[src/rtl/step_dir_decoder.sv]
`default_nettype none
// ============================================================================
//  Module      : step_dir_decoder
//  Description : Receive-side STEP/DIR decoder. Synchronizes and deglitches
//                the STEP and DIR lines, counts accepted STEP rising edges
//                into a signed position, and reports per-move step count,
//                step period and moving/idle status.
//  Ports       : i_clk_100k     - 100 kHz system clock
//                i_rst          - asynchronous active-high reset
//                i_step, i_dir  - asynchronous STEP / DIR lines
//                i_zero         - one-cycle strobe, clears position/count/err
//                o_position     - signed position (wraps)
//                o_step_count   - steps in current/last move (saturates)
//                o_period       - cycles between last two edges (saturates)
//                o_period_valid - o_period measured within current move
//                o_step_tick    - one-cycle pulse per accepted edge
//                o_moving       - move in progress
//                o_ready        - priming complete
//                o_dir_err      - sticky: DIR changed while STEP high
//  Revision    : 1.0 - initial release
// ============================================================================
module step_dir_decoder #(
  parameter int          FILTER_CYCLES = 4,
  parameter logic [15:0] IDLE_TIMEOUT  = 16'd1000,
  parameter int          POS_WIDTH     = 24
) (
  input  logic                 i_clk_100k,
  input  logic                 i_rst,
  input  logic                 i_step,
  input  logic                 i_dir,
  input  logic                 i_zero,
  output logic [POS_WIDTH-1:0] o_position,
  output logic [POS_WIDTH-1:0] o_step_count,
  output logic [15:0]          o_period,
  output logic                 o_period_valid,
  output logic                 o_step_tick,
  output logic                 o_moving,
  output logic                 o_ready,
  output logic                 o_dir_err
);

  typedef enum logic [1:0] {
    S_PRIME  = 2'd0,
    S_IDLE   = 2'd1,
    S_MOVING = 2'd2
  } state_t;

  localparam logic [7:0]           c_filt_last = 8'(FILTER_CYCLES - 1);
  localparam logic [15:0]          c_idle_last = IDLE_TIMEOUT - 16'd1;
  localparam logic [POS_WIDTH-1:0] c_one       = {{(POS_WIDTH-1){1'b0}}, 1'b1};
  localparam logic [POS_WIDTH-1:0] c_ones      = {POS_WIDTH{1'b1}};

  state_t               r_state;
  logic [1:0]           r_prime_cnt;
  logic                 r_step_s1, r_step_s2, r_dir_s1, r_dir_s2;
  logic                 r_step_f, r_dir_f;
  logic [7:0]           r_step_cnt, r_dir_cnt;
  logic [POS_WIDTH-1:0] r_position, r_step_count;
  logic [15:0]          r_period, r_timer, r_idle;
  logic                 r_period_valid, r_tick, r_moving, r_ready, r_dir_err;

  logic w_prime_done;
  logic w_step_upd, w_dir_upd, w_rise, w_dir_toggle;

  assign w_prime_done = (r_state == S_PRIME) && (r_prime_cnt == 2'd2);

  // A filter flips on the cycle its counter would reach FILTER_CYCLES.
  assign w_step_upd   = (r_step_s2 != r_step_f) && (r_step_cnt == c_filt_last);
  assign w_dir_upd    = (r_dir_s2 != r_dir_f) && (r_dir_cnt == c_filt_last);
  assign w_rise       = (r_state != S_PRIME) && w_step_upd && r_step_s2;
  assign w_dir_toggle = (r_state != S_PRIME) && w_dir_upd;

  // Two-flop synchronizers
  always_ff @(posedge i_clk_100k or posedge i_rst) begin
    if (i_rst) begin
      r_step_s1 <= 1'b0;
      r_step_s2 <= 1'b0;
      r_dir_s1  <= 1'b0;
      r_dir_s2  <= 1'b0;
    end else begin
      r_step_s1 <= i_step;
      r_step_s2 <= r_step_s1;
      r_dir_s1  <= i_dir;
      r_dir_s2  <= r_dir_s1;
    end
  end

  // Deglitch filters. While priming they are held, then loaded directly so a
  // line already high at reset release is not mistaken for an edge.
  always_ff @(posedge i_clk_100k or posedge i_rst) begin
    if (i_rst) begin
      r_step_f   <= 1'b0;
      r_dir_f    <= 1'b0;
      r_step_cnt <= 8'd0;
      r_dir_cnt  <= 8'd0;
    end else if (r_state == S_PRIME) begin
      r_step_cnt <= 8'd0;
      r_dir_cnt  <= 8'd0;
      if (w_prime_done) begin
        r_step_f <= r_step_s2;
        r_dir_f  <= r_dir_s2;
      end
    end else begin
      if (r_step_s2 == r_step_f) begin
        r_step_cnt <= 8'd0;
      end else if (w_step_upd) begin
        r_step_f   <= r_step_s2;
        r_step_cnt <= 8'd0;
      end else begin
        r_step_cnt <= r_step_cnt + 8'd1;
      end

      if (r_dir_s2 == r_dir_f) begin
        r_dir_cnt <= 8'd0;
      end else if (w_dir_upd) begin
        r_dir_f   <= r_dir_s2;
        r_dir_cnt <= 8'd0;
      end else begin
        r_dir_cnt <= r_dir_cnt + 8'd1;
      end
    end
  end

  // Control FSM with counters and registered outputs
  always_ff @(posedge i_clk_100k or posedge i_rst) begin
    if (i_rst) begin
      r_state        <= S_PRIME;
      r_prime_cnt    <= 2'd0;
      r_position     <= '0;
      r_step_count   <= '0;
      r_period       <= 16'd0;
      r_timer        <= 16'd0;
      r_idle         <= 16'd0;
      r_period_valid <= 1'b0;
      r_tick         <= 1'b0;
      r_moving       <= 1'b0;
      r_ready        <= 1'b0;
      r_dir_err      <= 1'b0;
    end else begin
      r_tick <= w_rise;

      case (r_state)
        S_PRIME: begin
          if (w_prime_done) begin
            r_ready <= 1'b1;
            r_state <= S_IDLE;
          end else begin
            r_prime_cnt <= r_prime_cnt + 2'd1;
          end
        end

        S_IDLE: begin
          if (w_rise) begin
            r_step_count   <= c_one;
            r_period_valid <= 1'b0;
            r_timer        <= 16'd1;
            r_idle         <= 16'd0;
            r_moving       <= 1'b1;
            r_state        <= S_MOVING;
          end
        end

        S_MOVING: begin
          if (w_rise) begin
            r_period       <= r_timer;
            r_period_valid <= 1'b1;
            r_timer        <= 16'd1;
            r_idle         <= 16'd0;
            if (r_step_count != c_ones) begin
              r_step_count <= r_step_count + c_one;
            end
          end else begin
            if (r_timer != 16'hFFFF) begin
              r_timer <= r_timer + 16'd1;
            end
            // Leave on the cycle the idle count reaches IDLE_TIMEOUT.
            if (r_idle == c_idle_last) begin
              r_moving <= 1'b0;
              r_state  <= S_IDLE;
            end
            r_idle <= r_idle + 16'd1;
          end
        end

        default: r_state <= S_PRIME;
      endcase

      // DIR sampled before the edge cycle sets the count direction.
      if (w_rise) begin
        r_position <= r_dir_f ? (r_position + c_one) : (r_position - c_one);
      end

      if (w_dir_toggle && r_step_f) begin
        r_dir_err <= 1'b1;
      end

      // Zero strobe overrides any same-cycle edge or error set.
      if (i_zero) begin
        r_position   <= '0;
        r_step_count <= '0;
        r_dir_err    <= 1'b0;
      end
    end
  end

  assign o_position     = r_position;
  assign o_step_count   = r_step_count;
  assign o_period       = r_period;
  assign o_period_valid = r_period_valid;
  assign o_step_tick    = r_tick;
  assign o_moving       = r_moving;
  assign o_ready        = r_ready;
  assign o_dir_err      = r_dir_err;

endmodule
`default_nettype wire

[config.mk]
export PLATFORM = sky130hd
export DESIGN_NAME = step_dir_decoder
export DESIGN_NICKNAME = d
export VERILOG_FILES = /design/src/rtl/step_dir_decoder.sv
export SDC_FILE = /design/constraint.sdc
export NUM_CORES = 1
export LEC_CHECK = 0
export BUFFER_PORTS_ARGS = -buffer_cell sky130_fd_sc_hd__buf_4
export CAP_MARGIN = 30
export CELL_PAD_IN_SITES_DETAIL_PLACEMENT = 0
export CELL_PAD_IN_SITES_GLOBAL_PLACEMENT = 1
export CORE_UTILIZATION = 30
export DETAILED_ROUTE_END_ITERATION = 7
export PLACE_DENSITY = 0.59
export SLEW_MARGIN = 20
export SYNTH_ARGS = -nofsm -noshare
export SYNTH_HDL_FRONTEND = slang
export SYNTH_SLANG_ARGS = --single-unit
[constraint.sdc]
create_clock -name i_clk_100k -period 6.4 [get_ports i_clk_100k]
set_clock_uncertainty 0.05 [all_clocks]
set_input_delay 1.28 -clock i_clk_100k [delete_from_list [all_inputs] [get_ports i_clk_100k]]
set_output_delay 1.28 -clock i_clk_100k [all_outputs]
set_load 0.005 [all_outputs]
## Word-level counts from Yosys, hierarchy flattened

Cells that the tools add are included.
Widths: inputs -> output; s select.

| cells by class | value |
|---|---|
| add/subtract/negate cells | 8 |
| multiply operators | 0 |
| div/mod/pow operators | 0 |
| order comparisons | 0 |
| equal/unequal tests | 23 |
| shift operators | 0 |
| muxes and demuxes | 42 |
| bitwise gates (word level) | 1 |
| reduce and logical (&&, ||, !) cells | 26 |

Operators with widths:

| cell | number |
|---|---|
| $mux 24 | 7 |
| $mux 16 | 5 |
| $pmux 16 s2 | 2 |
| $add 24x1->24 const B | 2 |
| $mux 8 | 6 |
| $pmux 24 s2 | 1 |
| $add 16x1->16 const B | 2 |
| $ne 24x24->1 const B | 1 |
| $sub 24x1->24 const B | 1 |
| $add 8x1->8 const B | 2 |
| $eq 16x10->1 const B | 1 |
| $eq 8x2->1 const B | 2 |
| $ne 16x16->1 const B | 1 |
| $mux 1 | 14 |
| $ne 2x2->1 const B | 7 |
| $ne 3x3->1 const B | 4 |
| $reduce_and 3->1 | 4 |
| $reduce_and 4->1 | 3 |
| $reduce_bool 2->1 | 6 |
| $mux 2 | 4 |
| $reduce_and 2->1 | 4 |
| $logic_and 1x1->1 | 7 |
| $pmux 2 s3 | 1 |
| $eq 2x2->1 const B | 2 |
| other kinds (8) | 11 |

| word-level totals | value |
|---|---|
| register bits | 127 |
| latch bits | 0 |
| RAM bits | 0 |
| ROM bits | 0 |
| input port bits | 5 |
| output and inout port bits | 69 |
| word-level logic and storage cells | 120 |
| memories kept | 0 |

## Longest topological paths before layout

Gate-level depths: netlist (run 1).

| logic depth | value |
|---|---|
| depth after elaboration | 7 |
| mapped depth | 11 |
| depth with buffers taken out | 9 |

## Worst setup path after synthesis (run 1)

No wires, ideal clock.

| timing path | value |
|---|---|
| path kind | reg2reg |
| start point | register r_dir_f |
| end point | register r_position[21], in the netlist o_position[21] |
| setup time | 0.116 ns |
| arrival | 2.615 ns |
| data required time | 6.234 ns |
| slack | 3.620 ns |
| cell stages (with the launch flop) | 10 |
| buffers on the path | 0 |
| clock period less this slack | 2.780 ns |
| cell sequence | dfrtp_1 -> inv_1 -> ha_1 -> a21o_1 -> o21bai_1 -> o21ai_0 -> a211oi_1 -> o211ai_1 -> nand2_1 -> o311ai_0 |

| on the way | value |
|---|---|
| word-level cells in the longest chain between the ends | 3 |

Ends and longest elaborated chain:

| what | line | text |
|---|---|---|
| start, declared | 56 | `logic r_step_f, r_dir_f;` |
| start signal, assigned | 101 | `r_dir_f <= r_dir_s2;` |
| start signal, assigned | 116 | `r_dir_f <= r_dir_s2;` |
| $mux 24 | 190 | `r_position <= r_dir_f ? (r_position + c_one) : (r_position - c_one);` |
| $mux 24 | 189 | `if (w_rise) begin` |
| $mux 24 | 198 | `if (i_zero) begin` |
| end signal, assigned | 190 |  |
| end, declared | 58 | `logic [POS_WIDTH-1:0] r_position, r_step_count;` |

No other way between the ends. The select of a mux whose other input is x is not followed.
A chain may end at the register's enable or synchronous reset.

## Final worst setup path (run 1)

| timing path | value |
|---|---|
| start point | register r_dir_f |
| end point | register r_position[20], in the netlist o_position[20] |

Same word-level chain as after synthesis.

==> results by group, run 1 <==
Outcome
  • Status: finished clean

Worst setup path
  • Slowest CP cell: inv_1
  • CP Class: reg -> reg
  • CP delay by family, top: compound AO/OA/AOI/OAI gates
  • Crit-path max cell delay: 650 ps
  • WP buf/inv: 1
  • Req. time, crit path: 6700 ps
  • Setup crit end kind: flop
  • Worst setup SP type: flop
  • Crit path max fanout: 25
  • Crit-path cells: inv_1, ha_1, nor2b_1, o2111ai_1, a21oi_1, a41oi_1, o21ai_0, a31o_2, nand3_1
  • Crit path DAT: 3810 ps

Synthesis
  • Simple-gate share of the synthesized area: 24.6%
  • Main synth FF type: dfrtp_1
  • Syn_nets: 823
  • Netlist cell types: 68
  • Seq/Total Area, Yosys: 44.5%
  • Yosys warns: 0
  • Synth Area in Compound Gates: 16.0%
  • Top cells by area, synth: dfrtp_1, o21ai_0, nand2_1
  • Multiplexer area fraction after synthesis: 2.01%
  • Mapped Cells: 789
  • Synth Area in Adders: 5.18%
  • XOR/XNOR share of the synthesized area: 5.15%
  • Avg Cell Area, Syn: 9.06 um^2
  • Async set or reset register ratio after synthesis: 100%
  • Synth top area share: 44.5%
  • Syn Std Cell Area: 7150 um^2
  • Largest family of logic cells by synthesized area: simple AND/OR/NAND/NOR gates
  • Largest area contributor in the netlist: dfrtp_1
  • Synth Register Bits: 127
  • Number of synthesized flops with an enable pin: 0

Layout
  • Antenna Cells: 0
  • Final net count: 894
  • Multi-input gate area: 3780 um^2
  • Layout cells sized above 1: 16.7%
  • Register area: 3180 um^2
  • FILL cells: 2463
  • Final core occ: 36.9%
  • P&R area growth vs syn: 20.7%

Floorplan
  • Row cnt: 56
  • Starting Density: 30.5%
  • Core Area: 23400 um^2
  • Die width: 156 um
  • Die H: 156 um
  • I/O pins: 74
  • Die area: 24400 um^2

Clock tree
  • Clock Latency Late Sink: 420 ps
  • CTS clk-pin slew, worst paths: 60 ps
  • H-tree depth: 4
  • Total CTS buffers: 17
  • Clk sinks: 127
  • Setup Fix Bufs, Post-CTS: 0
  • Max Buffers Root-to-Sink: 2
  • Hold buffer count at CTS: 0
  • CTS tree: yes
  • PostCTS Resize Cnt: 0
  • Clock root buffer: clkbuf_16

Detailed routing
  • Drt wl/cell: 15.2 um
  • Post-detailed-routing wire length: 18200 um
  • Remaining antenna violation count after routing: 0
  • Vias: 5964
  • First DRT Iteration DRCs: 373
  • Post-DR vias/cell: 5.00
  • DRT Pass-1 Iters: 5
  • Drt drc: 0

GRT
  • First-pass GRT wire length: 31000 um
  • GRT Total Usage: 16.0%
  • Largest net degree at the start of global routing: 75
  • Vias in the first global route: 5924
  • Initial antenna violation count: 0
  • Global route overflow: 0

STA
  • Final Setup Violations: 0
  • Final min period: 3510 ps
  • RSZ-0062 raised after global routing: false
  • Slew Viols, Final: 0
  • Rel. slew slack: 43.8%
  • Slew @ Worst Pin: 842 ps
  • Fin crit share: 54.8%
  • Maximum clock rate: 0.285 GHz
  • Setup TNS: 0 ps
  • Final worst slack: 2890 ps
  • Final Hold Fails: 0
  • Fin Hold WS: 297 ps

Placed design
  • Final RePlAce weighted congestion: 0.768
  • Port Buffer Count: 73
  • Worst slack, placed: 2940 ps
  • DPL Wire Length: 12300 um

Power and ir drop
  • Pleak: 3.93 nW
  • Pwr dens: 280 nW/um^2
  • Pwr Total: 2.42 mW
  • VDD IR max: 0.133 mV

Worst hold path
  • HP Class: reg -> reg

Job
  • # Max-Cap Violations: 0
## cells in the final DEF, fill, tap and decap left out, types with 7 or more instances in the layout
cell       netlist  routed
inv_1           13      12
xnor2_1         21      21
nor2b_1          7       7
o21ai_0         78      78
a21oi_1         44      44
clkbuf_16        0      17
buf_4            5      81
nor2_1          78      78
or3_1            8       8
ha_1            28      28
nand2_1         98      98
a31oi_1          9       9
nor3_1          12      12
nor4_1           7       7
and2_1           9       9
a21o_1          12      12
and4_1           8       8
dfrtp_1        127     127
nand4_1         19      19
nand3_1         44      44
mux2_2          11      11
xor2_1          21      21
and3_1          24      24
o31ai_1          7       7
## cell families after synthesis
logic type | Yosys count
and+or+nand+nor | 345
AOI/OAI and AO/OA | 191
DFF | 127
xor gates and xnor gates | 42
buffers and inverters | 42
adders and majority gates | 29
muxes | 13
## routing by layer
| metal | track usage, % | up-vias | routed length, um | part of all wire (%) |
|---|---|---|---|---|
| li1 | - | 2978 | - | - |
| met1 | 21.5 | 2889 | 8890 | 49 |
| met2 | 26.0 | 80 | 8480 | 47 |
| met3 | 2.80 | 17 | 555 | 3.1 |
| met4 | 5.60 | 0 | 232 | 1.3 |
| met5 | 0 | - | 0 | 0 |
## flip-flops by register name, summed over array words and instances (netlist names)
signal and flops:
o_position 24, o_step_count 24, o_period 16, r_idle 16, r_timer 16, r_dir_cnt 8
r_step_cnt 8, r_prime_cnt 2, r_state 2, o_dir_err 1, o_moving 1, o_period_valid 1
o_ready 1, o_step_tick 1, r_dir_f 1, r_dir_s1 1, r_dir_s2 1, r_step_f 1
r_step_s1 1, r_step_s2 1
## cells in the mapped netlist (all sizes together) (2+ instances only)
cell type  count
mux2i          2
clkbuf        13
nand3b         3
xor2          21
or2            4
o31ai          7
nand2b         5
inv           13
nor3          14
nand3         44
nand2         99
a31oi          9
xnor2         21
nor2b          7
o21ai         82
a31o           2
ha            28
buf           16
and4           8
dfrtp        127
nand4         21
nor2          81
o311ai         2
a21o          12
nor4           7
o21a           5
mux2          11
and3          25
o211ai         3
o21bai         3
and2          10
a21boi         2
or3            9
a211oi         5
a21oi         45
nor4b          5
## path summary, 6_finish.rpt
kind | from | to | slack [ps] | cells past startpoint
max in group asynchronous | i_rst | o_step_count[8] | 4180 | 3
setup / recovery | r_dir_f | o_position[20] | 2890 | 9
setup reg to reg | r_dir_f | o_position[20] | 2890 | 9
hold / removal | r_dir_s1 | r_dir_s2 | 300 | 0
min in group asynchronous | i_rst | o_ready | 930 | 2
hold reg to reg | r_dir_s1 | r_dir_s2 | 300 | 0
## final cells by class
cell class              instances  share of cell area, %
clock buffers                  18                   4.97
clock inverters                14                   2.07
inverters                      13                  0.623
multi-input cells             620                   43.8
flip-flops and latches        127                   36.8
well taps                     319                   4.63
repair buffers                 81                   7.05
## through the flow
step                instances  instance area, um^2
finish                   1192                 8630
global route             1192                 8630
CTS                      1191                 8620
detailed placement       1159                 8010
global placement         1159                 8010
floorplan                 789                 7150
## power by group
| part | switching [mW] | internal (mW) | leakage, nW |
|---|---|---|---|
| registers | 0.0454 | 0.841 | 1.74 |
| logic | 0.319 | 0.192 | 1.90 |
| clock network | 0.400 | 0.620 | 0.294 |
| total | 0.764 | 1.65 | 3.93 |
Note: power is estimated with default switching activity, not from simulation.
==> inputs of run 2 (changes only) <==
==> constraint.sdc (replaced) <==
create_clock -name i_clk_100k -period 3.6 [get_ports i_clk_100k]
set_clock_uncertainty 0.05 [all_clocks]
set_input_delay 0.72 -clock i_clk_100k [delete_from_list [all_inputs] [get_ports i_clk_100k]]
set_output_delay 0.72 -clock i_clk_100k [all_outputs]
set_load 0.005 [all_outputs]
==> run 2 against run 1 <==
  * Worst setup slack worse by 2300 ps
  * Combinational power is 79% higher
  * First-iteration DRC count shrank 6.7%
  * Cell area rose by 1.5%
  * Sequential share of layout area fell by 0.55 points
  * Maximum frequency up 16%
  * Worst hold slack worse by 24 ps
  * Sequential power is 78% higher
  * Non-clock buffer count grew 8
  * Flip-flop and latch count unchanged
  * Largest cell class unchanged
  * Largest power group unchanged
==> results by group, run 2 (synthesized netlist as in run 1, its figures left out) <==
Outcome
  • Status: finished clean

Layout
  • Final core occ: 37.4% (+0.56 points)
  • Final non-filler cell total: 1200 (+0.67%)
  • Commonest non-fill, non-tap cell in the layout: dfrtp_1
  • Commonest cells after routing, fill and taps aside: dfrtp_1, nand2_1, buf_4
  • Final net count: 902 (+0.89%)
  • Layout cells sized above 1: 17.6% (+0.87 points)
  • FILL cells: 2407 (-2.3%)
  • Post-route cell area: 8760 um^2 (+1.5%)
  • Antenna Cells: 0 (unchanged)
  • P&R area growth vs syn: 22.5%

STA
  • Slew @ Worst Pin: 803 ps (-38.5 ps)
  • Rel. slew slack: 46.3% (+2.4 points)
  • Final worst slack: 574 ps (-2320 ps)
  • Final min period: 3030 ps (-484 ps)
  • Final Hold Fails: 0 (unchanged)
  • Maximum clock rate: 0.330 GHz (+16%)
  • RSZ-0062 raised after global routing: false
  • Fin crit share: 84.1% (+29 points)
  • Final Setup Violations: 0 (unchanged)
  • Setup TNS: 0 ps (unchanged)
  • Fin Hold WS: 273 ps (-24.5 ps)
  • Slew Viols, Final: 0 (unchanged)

Worst setup path
  • Crit-path max cell delay: 470 ps (-180 ps)
  • CP delay by family, top: compound AO/OA/AOI/OAI gates
  • Crit path DAT: 3280 ps (-530 ps)
  • Slowest CP cell: dfrtp_1
  • Worst setup SP type: flop
  • WP buf/inv: 1 (unchanged)
  • CP Class: reg -> reg
  • Crit path max fanout: 14 (-44%)
  • Crit-path cells: inv_1, ha_1, o211ai_1, o21bai_1, o21ai_0, a211oi_1, o211ai_1, a2111o_1, o311ai_0
  • Top cell by count, worst path: o211ai_1
  • Setup crit end kind: flop
  • Req. time, crit path: 3850 ps (-2850 ps)

Detailed routing
  • Remaining antenna violation count after routing: 0 (unchanged)
  • Drt drc: 0 (unchanged)
  • Vias: 5984 (+0.34%)
  • DRT Pass-1 Iters: 5 (unchanged)
  • First DRT Iteration DRCs: 348 (-6.7%)
  • Drt wl/cell: 15.2 um (-0.31%)
  • Post-DR vias/cell: 4.99 (-0.33%)
  • Post-detailed-routing wire length: 18200 um (+0.36%)

Clock tree
  • CTS tree: yes
  • Max Buffers Root-to-Sink: 2 (unchanged)
  • H-tree depth: 4 (unchanged)
  • Total CTS buffers: 17 (unchanged)
  • Clk sinks: 127 (unchanged)
  • CTS clk-pin slew, worst paths: 60 ps (about the same)
  • Clock root buffer: clkbuf_16
  • PostCTS Resize Cnt: 0 (unchanged)
  • Hold buffer count at CTS: 0 (unchanged)
  • Clock Latency Late Sink: 420 ps (about the same)
  • Setup Fix Bufs, Post-CTS: 0 (unchanged)

Floorplan
  • I/O pins: 74 (unchanged)
  • Core Area: 23400 um^2 (unchanged)
  • Die H: 156 um (unchanged)
  • Die width: 156 um (unchanged)
  • Row cnt: 56 (unchanged)
  • Die area: 24400 um^2 (unchanged)
  • Starting Density: 30.5% (unchanged)

Power and ir drop
  • VDD IR max: 0.261 mV (+97%)
  • Pwr dens: 499 nW/um^2 (+78%)
  • Pwr Total: 4.37 mW (+81%)
  • Pleak: 4.00 nW (+1.6%)

GRT
  • First-pass GRT wire length: 30700 um (-0.74%)
  • GRT Total Usage: 15.9% (-0.16 points)
  • Largest net degree at the start of global routing: 60 (-20%)
  • Vias in the first global route: 5917 (-0.12%)
  • Initial antenna violation count: 1 (+1)
  • Global route overflow: 0 (unchanged)

Placed design
  • Final RePlAce weighted congestion: 0.770 (+0.26%)
  • Placed insts: 1166 (+0.60%)
  • Post-DP Area: 8090 um^2 (+0.95%)
  • DPL Wire Length: 12600 um (+2.3%)
  • Worst slack, placed: 514 ps (-2420 ps)
  • Port Buffer Count: 73 (unchanged)

Job
  • # Max-Cap Violations: 0 (unchanged)

Worst hold path
  • HP Class: in -> async
-- run 2: cell types whose count changed in the layout (fill, tap and decap cells not counted) --
| cell | change |
|---|---|
| clkinv_4 | +1 |
| bufinv_16 | +1 |
| clkinvlp_4 | +1 |
| inv_6 | -2 |
| clkbuf_1 | -1 |
| buf_16 | +1 |
| buf_4 | +5 |
| buf_12 | +2 |
-- run 2: cell type report --
cell class	count	area [um^2]	area share [%]
sequential	127	3180	36.3
timing repair buffer	89	713	8.14
clock inverter	15	209	2.39
multi-input combinational	620	3780	43.2
clock buffer	17	425	4.86
inverter	13	52.6	0.600
tap	319	399	4.56
-- run 2: metal layers --
metal  GRT usage [%]  vias up  wire (um)
met1            21.1     2887       8890
li1                -     3005          -
met5               0        -          0
met4            4.62        0        174
met2            26.1       81       8680
met3            2.99       11        470
-- run 2: final timing paths --
kind	startpoint	endpoint	slack, ps	cells after the start
worst min register to register	r_dir_s1	r_dir_s2	290	0
worst max register to register	r_dir_f	o_position[21]	570	9
worst max-delay path	r_dir_f	o_position[21]	570	9
min in group i_clk_100k	r_dir_s1	r_dir_s2	290	0
worst min-delay path	i_rst	o_ready	270	2
max in group asynchronous	i_rst	o_step_count[11]	2570	3
-- run 2: power by group --
part	internal (mW)	switching, mW	total, mW
Clock	1.17	0.709	1.88
Sequential	1.50	0.0808	1.58
Combinational	0.357	0.559	0.917
Total	3.02	1.35	4.37
